$ cat src/rtl/range_tracker.sv
// range_tracker: session-based streaming min/max/range/count statistics.
//
// A session opens on go and closes on finish. Each qualified sample
// (valid_in) inside the session updates a running max, min and a saturating
// count. On a clean finish the results are latched into the output registers
// and done pulses for one cycle. Protocol misuse raises the sticky
// debug_error flag, which is cleared by the next accepted go from IDLE.
//
// Parameters:
//   WIDTH  - sample width in bits (>=2)
//   SIGNED - 0: unsigned ordering, 1: two's complement ordering
//   CNT_W  - accepted-sample counter width (>=1)
//
// Ports:
//   clock       in   rising-edge clock
//   reset       in   asynchronous, active-high reset
//   data_in     in   [WIDTH]  sample value
//   valid_in    in   data_in carries a sample this cycle
//   go          in   start-session strobe
//   finish      in   end-session strobe
//   max_out     out  [WIDTH]  maximum of the last completed session
//   min_out     out  [WIDTH]  minimum of the last completed session
//   range       out  [WIDTH]  max_out - min_out
//   count       out  [CNT_W]  samples accepted, saturating
//   done        out  one-cycle pulse when results update
//   busy        out  session in progress
//   debug_error out  sticky protocol-error flag
//   sum_out     out  [WIDTH+CNT_W] session sum (only with RANGE_TRACKER_SUM_EN)
//
// Optional feature macro: RANGE_TRACKER_SUM_EN adds the sum accumulator and
// the sum_out port.
//
// state | meaning
// ------+-------------------------------------------
// IDLE  | no session open; outputs hold last results
// BUSY  | session open; samples are accumulated

module range_tracker #(
  parameter int WIDTH  = 16,
  parameter int SIGNED = 0,
  parameter int CNT_W  = 8
) (
  input  logic             clock,
  input  logic             reset,
  input  logic [WIDTH-1:0] data_in,
  input  logic             valid_in,
  input  logic             go,
  input  logic             finish,
  output logic [WIDTH-1:0] max_out,
  output logic [WIDTH-1:0] min_out,
  output logic [WIDTH-1:0] range,
  output logic [CNT_W-1:0] count,
  output logic             done,
  output logic             busy,
  output logic             debug_error
`ifdef RANGE_TRACKER_SUM_EN
  ,
  output logic [WIDTH+CNT_W-1:0] sum_out
`endif
);

  localparam logic [CNT_W-1:0] CNT_MAX = {CNT_W{1'b1}};

  typedef enum logic {IDLE = 1'b0, BUSY = 1'b1} state_t;

  state_t           state_q, state_d;
  logic [WIDTH-1:0] run_max_q, run_max_d;
  logic [WIDTH-1:0] run_min_q, run_min_d;
  logic [CNT_W-1:0] run_cnt_q, run_cnt_d;
  logic [WIDTH-1:0] max_out_q, max_out_d;
  logic [WIDTH-1:0] min_out_q, min_out_d;
  logic [WIDTH-1:0] range_q, range_d;
  logic [CNT_W-1:0] count_q, count_d;
  logic             done_q, done_d;
  logic             err_q, err_d;

  // Base values the current sample is folded into, and the folded result.
  logic [WIDTH-1:0] base_max, base_min, nxt_max, nxt_min;
  logic [CNT_W-1:0] base_cnt, nxt_cnt;

  logic start, abort, take;

`ifdef RANGE_TRACKER_SUM_EN
  logic [WIDTH+CNT_W-1:0] run_sum_q, run_sum_d;
  logic [WIDTH+CNT_W-1:0] sum_out_q, sum_out_d;
  logic [WIDTH+CNT_W-1:0] base_sum, nxt_sum, data_ext;

  assign data_ext = (SIGNED != 0) ? {{CNT_W{data_in[WIDTH-1]}}, data_in}
                                  : {{CNT_W{1'b0}}, data_in};
`endif

  function automatic logic greater(input logic [WIDTH-1:0] a,
                                   input logic [WIDTH-1:0] b);
    if (SIGNED != 0) return $signed(a) > $signed(b);
    else             return a > b;
  endfunction

  // go wins a restart only without finish; go together with finish aborts.
  assign start = go & ~finish;
  assign abort = go & finish;
  assign take  = valid_in & ~abort & (start | (state_q == BUSY));

  always_comb begin
    // A (re)start clears the running values first so a same-cycle sample
    // becomes the first sample of the new session.
    if (start) begin
      base_max = '0;
      base_min = '0;
      base_cnt = '0;
    end else begin
      base_max = run_max_q;
      base_min = run_min_q;
      base_cnt = run_cnt_q;
    end
    nxt_max = base_max;
    nxt_min = base_min;
    nxt_cnt = base_cnt;
    if (take) begin
      if (base_cnt == '0) begin
        nxt_max = data_in;
        nxt_min = data_in;
      end else begin
        if (greater(data_in, base_max)) nxt_max = data_in;
        if (greater(base_min, data_in)) nxt_min = data_in;
      end
      if (base_cnt != CNT_MAX) nxt_cnt = base_cnt + CNT_W'(1);
    end
  end

`ifdef RANGE_TRACKER_SUM_EN
  always_comb begin
    base_sum = start ? '0 : run_sum_q;
    nxt_sum  = take ? (base_sum + data_ext) : base_sum;
  end
`endif

  always_comb begin
    state_d   = state_q;
    run_max_d = run_max_q;
    run_min_d = run_min_q;
    run_cnt_d = run_cnt_q;
    max_out_d = max_out_q;
    min_out_d = min_out_q;
    range_d   = range_q;
    count_d   = count_q;
    done_d    = 1'b0;
    err_d     = err_q;
`ifdef RANGE_TRACKER_SUM_EN
    run_sum_d = run_sum_q;
    sum_out_d = sum_out_q;
`endif
    if (abort) begin
      state_d   = IDLE;
      err_d     = 1'b1;
      run_max_d = '0;
      run_min_d = '0;
      run_cnt_d = '0;
`ifdef RANGE_TRACKER_SUM_EN
      run_sum_d = '0;
`endif
    end else if (start) begin
      // Restart from BUSY is an error; a go from IDLE clears the flag.
      state_d   = BUSY;
      err_d     = (state_q == BUSY);
      run_max_d = nxt_max;
      run_min_d = nxt_min;
      run_cnt_d = nxt_cnt;
`ifdef RANGE_TRACKER_SUM_EN
      run_sum_d = nxt_sum;
`endif
    end else if (finish) begin
      if (state_q == BUSY) begin
        state_d   = IDLE;
        done_d    = 1'b1;
        run_max_d = nxt_max;
        run_min_d = nxt_min;
        run_cnt_d = nxt_cnt;
        max_out_d = nxt_max;
        min_out_d = nxt_min;
        range_d   = nxt_max - nxt_min;
        count_d   = nxt_cnt;
`ifdef RANGE_TRACKER_SUM_EN
        run_sum_d = nxt_sum;
        sum_out_d = nxt_sum;
`endif
      end else begin
        err_d = 1'b1;
      end
    end else if (state_q == BUSY) begin
      run_max_d = nxt_max;
      run_min_d = nxt_min;
      run_cnt_d = nxt_cnt;
`ifdef RANGE_TRACKER_SUM_EN
      run_sum_d = nxt_sum;
`endif
    end
  end

  always_ff @(posedge clock or posedge reset) begin
    if (reset) begin
      state_q   <= IDLE;
      run_max_q <= '0;
      run_min_q <= '0;
      run_cnt_q <= '0;
      max_out_q <= '0;
      min_out_q <= '0;
      range_q   <= '0;
      count_q   <= '0;
      done_q    <= 1'b0;
      err_q     <= 1'b0;
    end else begin
      state_q   <= state_d;
      run_max_q <= run_max_d;
      run_min_q <= run_min_d;
      run_cnt_q <= run_cnt_d;
      max_out_q <= max_out_d;
      min_out_q <= min_out_d;
      range_q   <= range_d;
      count_q   <= count_d;
      done_q    <= done_d;
      err_q     <= err_d;
    end
  end

`ifdef RANGE_TRACKER_SUM_EN
  always_ff @(posedge clock or posedge reset) begin
    if (reset) begin
      run_sum_q <= '0;
      sum_out_q <= '0;
    end else begin
      run_sum_q <= run_sum_d;
      sum_out_q <= sum_out_d;
    end
  end

  assign sum_out = sum_out_q;
`endif

  assign max_out     = max_out_q;
  assign min_out     = min_out_q;
  assign range       = range_q;
  assign count       = count_q;
  assign done        = done_q;
  assign busy        = (state_q == BUSY);
  assign debug_error = err_q;

endmodule

$ cat config.mk
export PLATFORM = sky130hd
export DESIGN_NAME = range_tracker
export DESIGN_NICKNAME = d
export VERILOG_FILES = /design/src/rtl/range_tracker.sv
export SDC_FILE = /design/constraint.sdc
export NUM_CORES = 1
export LEC_CHECK = 0
export ABC_AREA = 0
export CAP_MARGIN = 20
export CORE_UTILIZATION = 25
export CTS_CLUSTER_SIZE = 25
export DETAILED_ROUTE_END_ITERATION = 6
export PLACE_DENSITY = 0.42
export SETUP_SLACK_MARGIN = 0.05
export SYNTH_ARGS = -nofsm -noshare
export SYNTH_HDL_FRONTEND = slang
export SYNTH_SLANG_ARGS = --single-unit
$ cat constraint.sdc
create_clock -name clock -period 12.85 [get_ports clock]
set_input_delay 1.285 -clock clock [delete_from_list [all_inputs] [get_ports clock]]
set_output_delay 1.285 -clock clock [all_outputs]
set_load 0.01 [all_outputs]
### After elaboration in Yosys (flattened, before gate mapping)

Cells that the tools add are included.

* reduce and logical (&&, ||, !) cells: 5
* div/mod/pow operators: 0
* mux-type cells: 35
* magnitude comparators: 2
* multipliers: 0
* shift operators: 0
* eq/ne operators: 2
* bitwise logic cells: 8
* $add $sub $neg: 2

Operator list (count)
* $mux 16: 14
* $mux 8: 6
* $gt 16x16->1: 2
* $sub 16x16->16: 1
* $mux 1: 15
* $add 8x1->8 const B: 1
* $logic_not 8->1: 1
* $ne 8x8->1 const B: 1
* $reduce_bool 3->1: 2
* $and 1x1->1: 4
* $reduce_and 4->1: 1
* $ne 3x1->1 const B: 1
* $not 1->1: 3
* $reduce_and 2->1: 1
* $or 1x1->1: 1

* bits in latches: 0
* word-level logic and storage cells: 64
* RAM bits: 0
* ROM bits: 0
* flip-flop bits (word level): 99
* output and inout port bits: 59
* input port bits: 21
* memories kept: 0

### Depth between registers and ports, before layout

* depth in word-level cells: 12
* mapped depth: 28
* mapped depth without buffers: 23

### Worst setup path before layout

OpenSTA, ideal clock, no wires.

* path type: input port to flip-flop
* start point: input port go
* end point: register range_q[14], in the netlist range[14]
* setup time: 130 ps
* slack: 6619 ps
* stages: 24
* arrival: 6101 ps
* required time: 12720 ps
* buffers on the path: 6
* path through: buf_6 -> nand2b_1 -> buf_2 -> clkbuf_1 -> clkbuf_1 -> clkbuf_1 -> nand2_1 -> ha_1 -> nor4b_1 -> a22o_4 -> a2111oi_4 -> inv_2 -> o21ai_4 -> buf_2 -> mux2i_1 -> ha_1 -> a21o_1 -> and2_1 -> a41oi_1 -> nand4_1 -> a31o_1 -> a31oi_1 -> xor2_1 -> o21ai_1

* longest elaborated chain between the ends: 9
* elaborated cells on any way between the ends: 25
* classes of those cells: 1 x add/sub; 2 x order compare; 13 x mux; 7 x bitwise; 2 x reduce/logical

RTL lines
* from (decl): line 47 `input logic go,`
* $and 1x1->1: line 99 `assign start = go & ~finish;`
* $mux 16: line 106 `if (start) begin`
* $gt 16x16->1: line 95 `else return a > b;`
* $mux 1: line 119 `if (base_cnt == '0) begin`
* $mux 1: line 118 `if (take) begin`
* $mux 16, on equally long branches: line 123, 124
* $mux 16: line 119
* $mux 16: line 118
* $sub 16x16->16: line 180 `range_d = nxt_max - nxt_min;`
* to (signal assigned): line 218 `range_q <= range_d;`
* to (decl): line 72 `logic [WIDTH-1:0] range_q, range_d;`

Parallel ways exist; a longest one is shown, timed or not. The select of a mux whose other input is x is not followed.
A chain may end at the register's enable or synchronous reset.

### Final worst setup path

* start point: input port go
* end point: register range_q[15], in the netlist range[15]

* longest elaborated chain between the ends: 9
* elaborated cells on any way between the ends: 25
* classes of those cells: 1 x add/sub; 2 x order compare; 13 x mux; 7 x bitwise; 2 x reduce/logical

RTL lines
* $and 1x1->1: line 99
* $mux 16: line 106
* $gt 16x16->1: line 95
* $mux 1: line 119
* $mux 1: line 118
* $mux 16: line 123 `if (greater(data_in, base_max)) nxt_max = data_in;`
* $mux 16: line 119
* $mux 16 *: line 118
* net nxt_max[7]: line 78 `logic [WIDTH-1:0] base_max, base_min, nxt_max, nxt_min;`
* $sub 16x16->16 *: line 180

The timed path passes the listed nets; every way through them passes the cells marked *. The select of a mux whose other input is x is not followed.

==> run metrics <==
result of the run=finished, final reports clean; core area=25300 um^2; critical path data required time=13.09 ns; maximum fanout count along the critical path=66; residual overflow from global routing=0; slew margin rel.=40.6%; net switching share of the total power=35.2%; first drt pass iteration count=5; number of flops mapped to enable cells by yosys=0; net count of the mapped netlist=838; delay contributed by the slowest stage of the critical path=0.56 ns; switching power total=0.384 mW; overall die height=163 um; count of different cell masters after synthesis=67; DR WL/cell=17.9 um; Synth Cell Area=6500 um^2; actual transition at the worst max-transition pin=0.885 ns; Inserted Clock Buffers=9; path type of the worst setup path=primary input to flip-flop; data arrival time of the worst path=7.69 ns; largest net degree at the start of global routing=83; share of power burned in the clock network=27.3%; setup repair after global routing missed its margin=no; number of nets still failing antenna checks after routing=0; deepest level of the CTS H-tree=3; HPWL after DPL=15400 um; Rows=58; worst min path class=flip-flop to flip-flop; Worst Hold Launch=min_out[8]; overall global routing resource usage=16.2%; endpoint of the worst register-to-register path=range[15]; async set or reset register ratio after synthesis=100%; crit path launch=go; weighted congestion reported at the end of routability-driven placement=0.842; slack of the worst reg-to-reg path=7.56 ns; aggregate routed wire length=20800 um; sequential fraction of design power=36.3%; Fin. Hold Viols=0; Min Clock Period, post-route=7.45 ns; max_cap viols=0; instance count of the mapped netlist=772; global-route wire length before repair=32700 um; layout cell share with drive strength beyond 1=4.92%; area growth from synthesis to layout=21.6%; Top delay family on crit path=compound AO/OA/AOI/OAI gates; library cell appearing most often on the critical path=buf_4; Clock Tree Root=clkbuf_16; fin area=7900 um^2; most common cell in the synthesized netlist=nand2_1; antenna violations before repair=0; sequential cell area fraction in the yosys report=38.1%; DIE AREA=26600 um^2; power density over the cells=138 nW/um^2; buffers inserted by post-CTS timing repair=0; initial detailed-routing violation count=441; Pins Over Slew Limit=0; cell types with the largest area share after synthesis=dfrtp_1 (38%), ha_1 (8.7%), nand2_1 (7.9%); post-layout utilization of the core=31.2%; Crit path buffers/inverters=6; vias per cell=4.96; top flip-flop cell by instance count after synthesis=dfrtp_1; post-CTS clock slew at the launch and capture registers of the worst setup and hold paths=0.08 ns; number of cells traversed by the worst register-to-register path=21; Worst setup EP type=flip-flop; cell type of the slowest stage on the worst timing path=buf_4; Cell Int Power=0.706 mW; Synth area leader=dfrtp_1; final clock period utilization by the worst path=58.0%; total inserted antenna cells=0; cell area reported after detailed placement=7590 um^2; count of nets after finishing=894; Crit Reg-Reg Startpoint=run_max_q[8]; yosys synthesis warning count=0; power share of the combinational group=36.4%; clock network latency to the later pin of the worst-skew pair=0.36 ns; share of the synthesized area in the top cell type=38.1%; final setup vio count=0; setup skew after layout=0.00575 ns; width of the die=163 um; setup TNS after final layout=0 ns; Initial Utilization=25.7%; Highest Clock Rate=0.134 GHz; IO Port Bufs=79; Sink Count=99; quantity of gates resized following cts=0; vias in the first global route=5455; Post-CTS Hold Buffers=0; static leakage power=3.57 nW; Yosys reg bits=99; Max Root-Sink Buffers=2; mean post-synth cell area=8.42 um^2; DR vias=5770; TritonCTS clock tree=done; top-level port count=80; depth of the worst hold-timing path=2; type of element launching the critical path=primary input; capture endpoint of the worst hold path=min_out[8]; maximum ir drop on the vdd rail=74.0 uV; commonest cells in the netlist=nand2_1 (136), dfrtp_1 (99), o21ai_0 (89), nor2_1 (47), ha_1 (45); post-route DRC violation count=0
## registers in the layout (all words and copies together), names as in the netlist
| register | count |
|---|---|
| done | 1 |
| min_out | 16 |
| count | 8 |
| debug_error | 1 |
| range | 16 |
| run_max_q | 16 |
| max_out | 16 |
| busy | 1 |
| run_min_q | 16 |
| run_cnt_q | 8 |
## kinds of logic after synthesis
group	synth area share, %
compound gates	23.2
simple gates	18.3
buf+inv	5.14
flops	38.1
fa+ha+maj	8.66
mux	2.93
xor+xnor	3.64
## power by group through the flow
stage / Sequential [mW] / Clock (mW) / Combinational, mW
4_1_cts: 0.397 / 0.308 / 0.400
3_3_place_gp: 0.403 / 0 / 0.400
5_1_grt: 0.404 / 0.323 / 0.439
3_5_place_dp: 0.403 / 0 / 0.399
6_report: 0.396 / 0.297 / 0.397
2_1_floorplan: 0.416 / 0 / 0.215
## placed cells by master (no fill, tap or decap), types with 3 or more instances in the layout
cell             count
buf_4                7
a21oi_1             42
a211oi_1            11
inv_6                3
and3_1               5
nor3_1               8
clkdlybuf4s50_1     79
inv_1               41
a21o_1              10
o211ai_1             3
a31oi_1              8
ha_1                45
nand2b_1             3
nand2_1            136
o22ai_1             28
o21ai_0             89
nand4_1             12
and2_1              19
nor2_1              47
o21ai_1             10
a221oi_1             3
xnor2_1             16
nor2b_1              3
mux2i_1             19
a211o_1              3
dfrtp_1             99
xor2_1              11
clkbuf_16            9
nand3_1              8
## worst reg2reg max path: stages, from the launching register on
cell      delay, ns
dfrtp_1        0.35
nand2_1        0.23
ha_1           0.40
nand2_1        0.04
or3_1          0.45
o22ai_1        0.40
a211oi_4       0.13
nor2_2         0.50
buf_4          0.34
nor2_1         0.08
a21oi_1        0.44
inv_1          0.14
ha_1           0.25
inv_1          0.11
a21oi_1        0.05
o22ai_1        0.16
a221oi_1       0.13
a221o_1        0.32
a21o_1         0.20
o21ai_1        0.18
mux2i_1        0.19
o21ai_1        0.08
## worst max-delay path by stage
stage                           end  slack, ns  depth (start not counted)
final                     range[15]       5.40                         25
after global routing      range[15]       4.99                         25
after CTS                 range[15]       5.40                         25
after detailed placement  range[14]       5.01                         24
after global placement    range[14]       4.97                         24
after floorplan           range[14]       6.62                         24
## cell type report
| type | instances | area (um^2) |
|---|---|---|
| Tap cell | 330 | 413 |
| Clock buffer | 10 | 239 |
| Timing Repair Buffer | 86 | 843 |
| Inverter | 43 | 164 |
| Multi-Input combinational cell | 589 | 3690 |
| Sequential cell | 99 | 2480 |
| Fill cell | 2728 | 17400 |
| Clock inverter | 6 | 76.3 |
## through the flow
stage | hold slack [ns] | cells | total power, mW | setup slack, ns
after floorplan | 0.442 | 772 | 0.632 | 6.62
after global placement | 0.462 | 1147 | 0.803 | 4.97
after detailed placement | 0.467 | 1147 | 0.802 | 5.01
after CTS | 0.484 | 1163 | 1.11 | 5.40
after global routing | 0.502 | 1163 | 1.17 | 4.99
final | 0.478 | 1163 | 1.09 | 5.40
## per-layer routing
layer,GRT usage (%),wire length (um),vias to the layer above
met4,5.35,487,0
li1,-,-,2833
met2,23.7,8850,164
met3,2.59,968,20
met1,23.9,10500,2753
met5,0,0,-
Power figures use the tool's default switching activity.
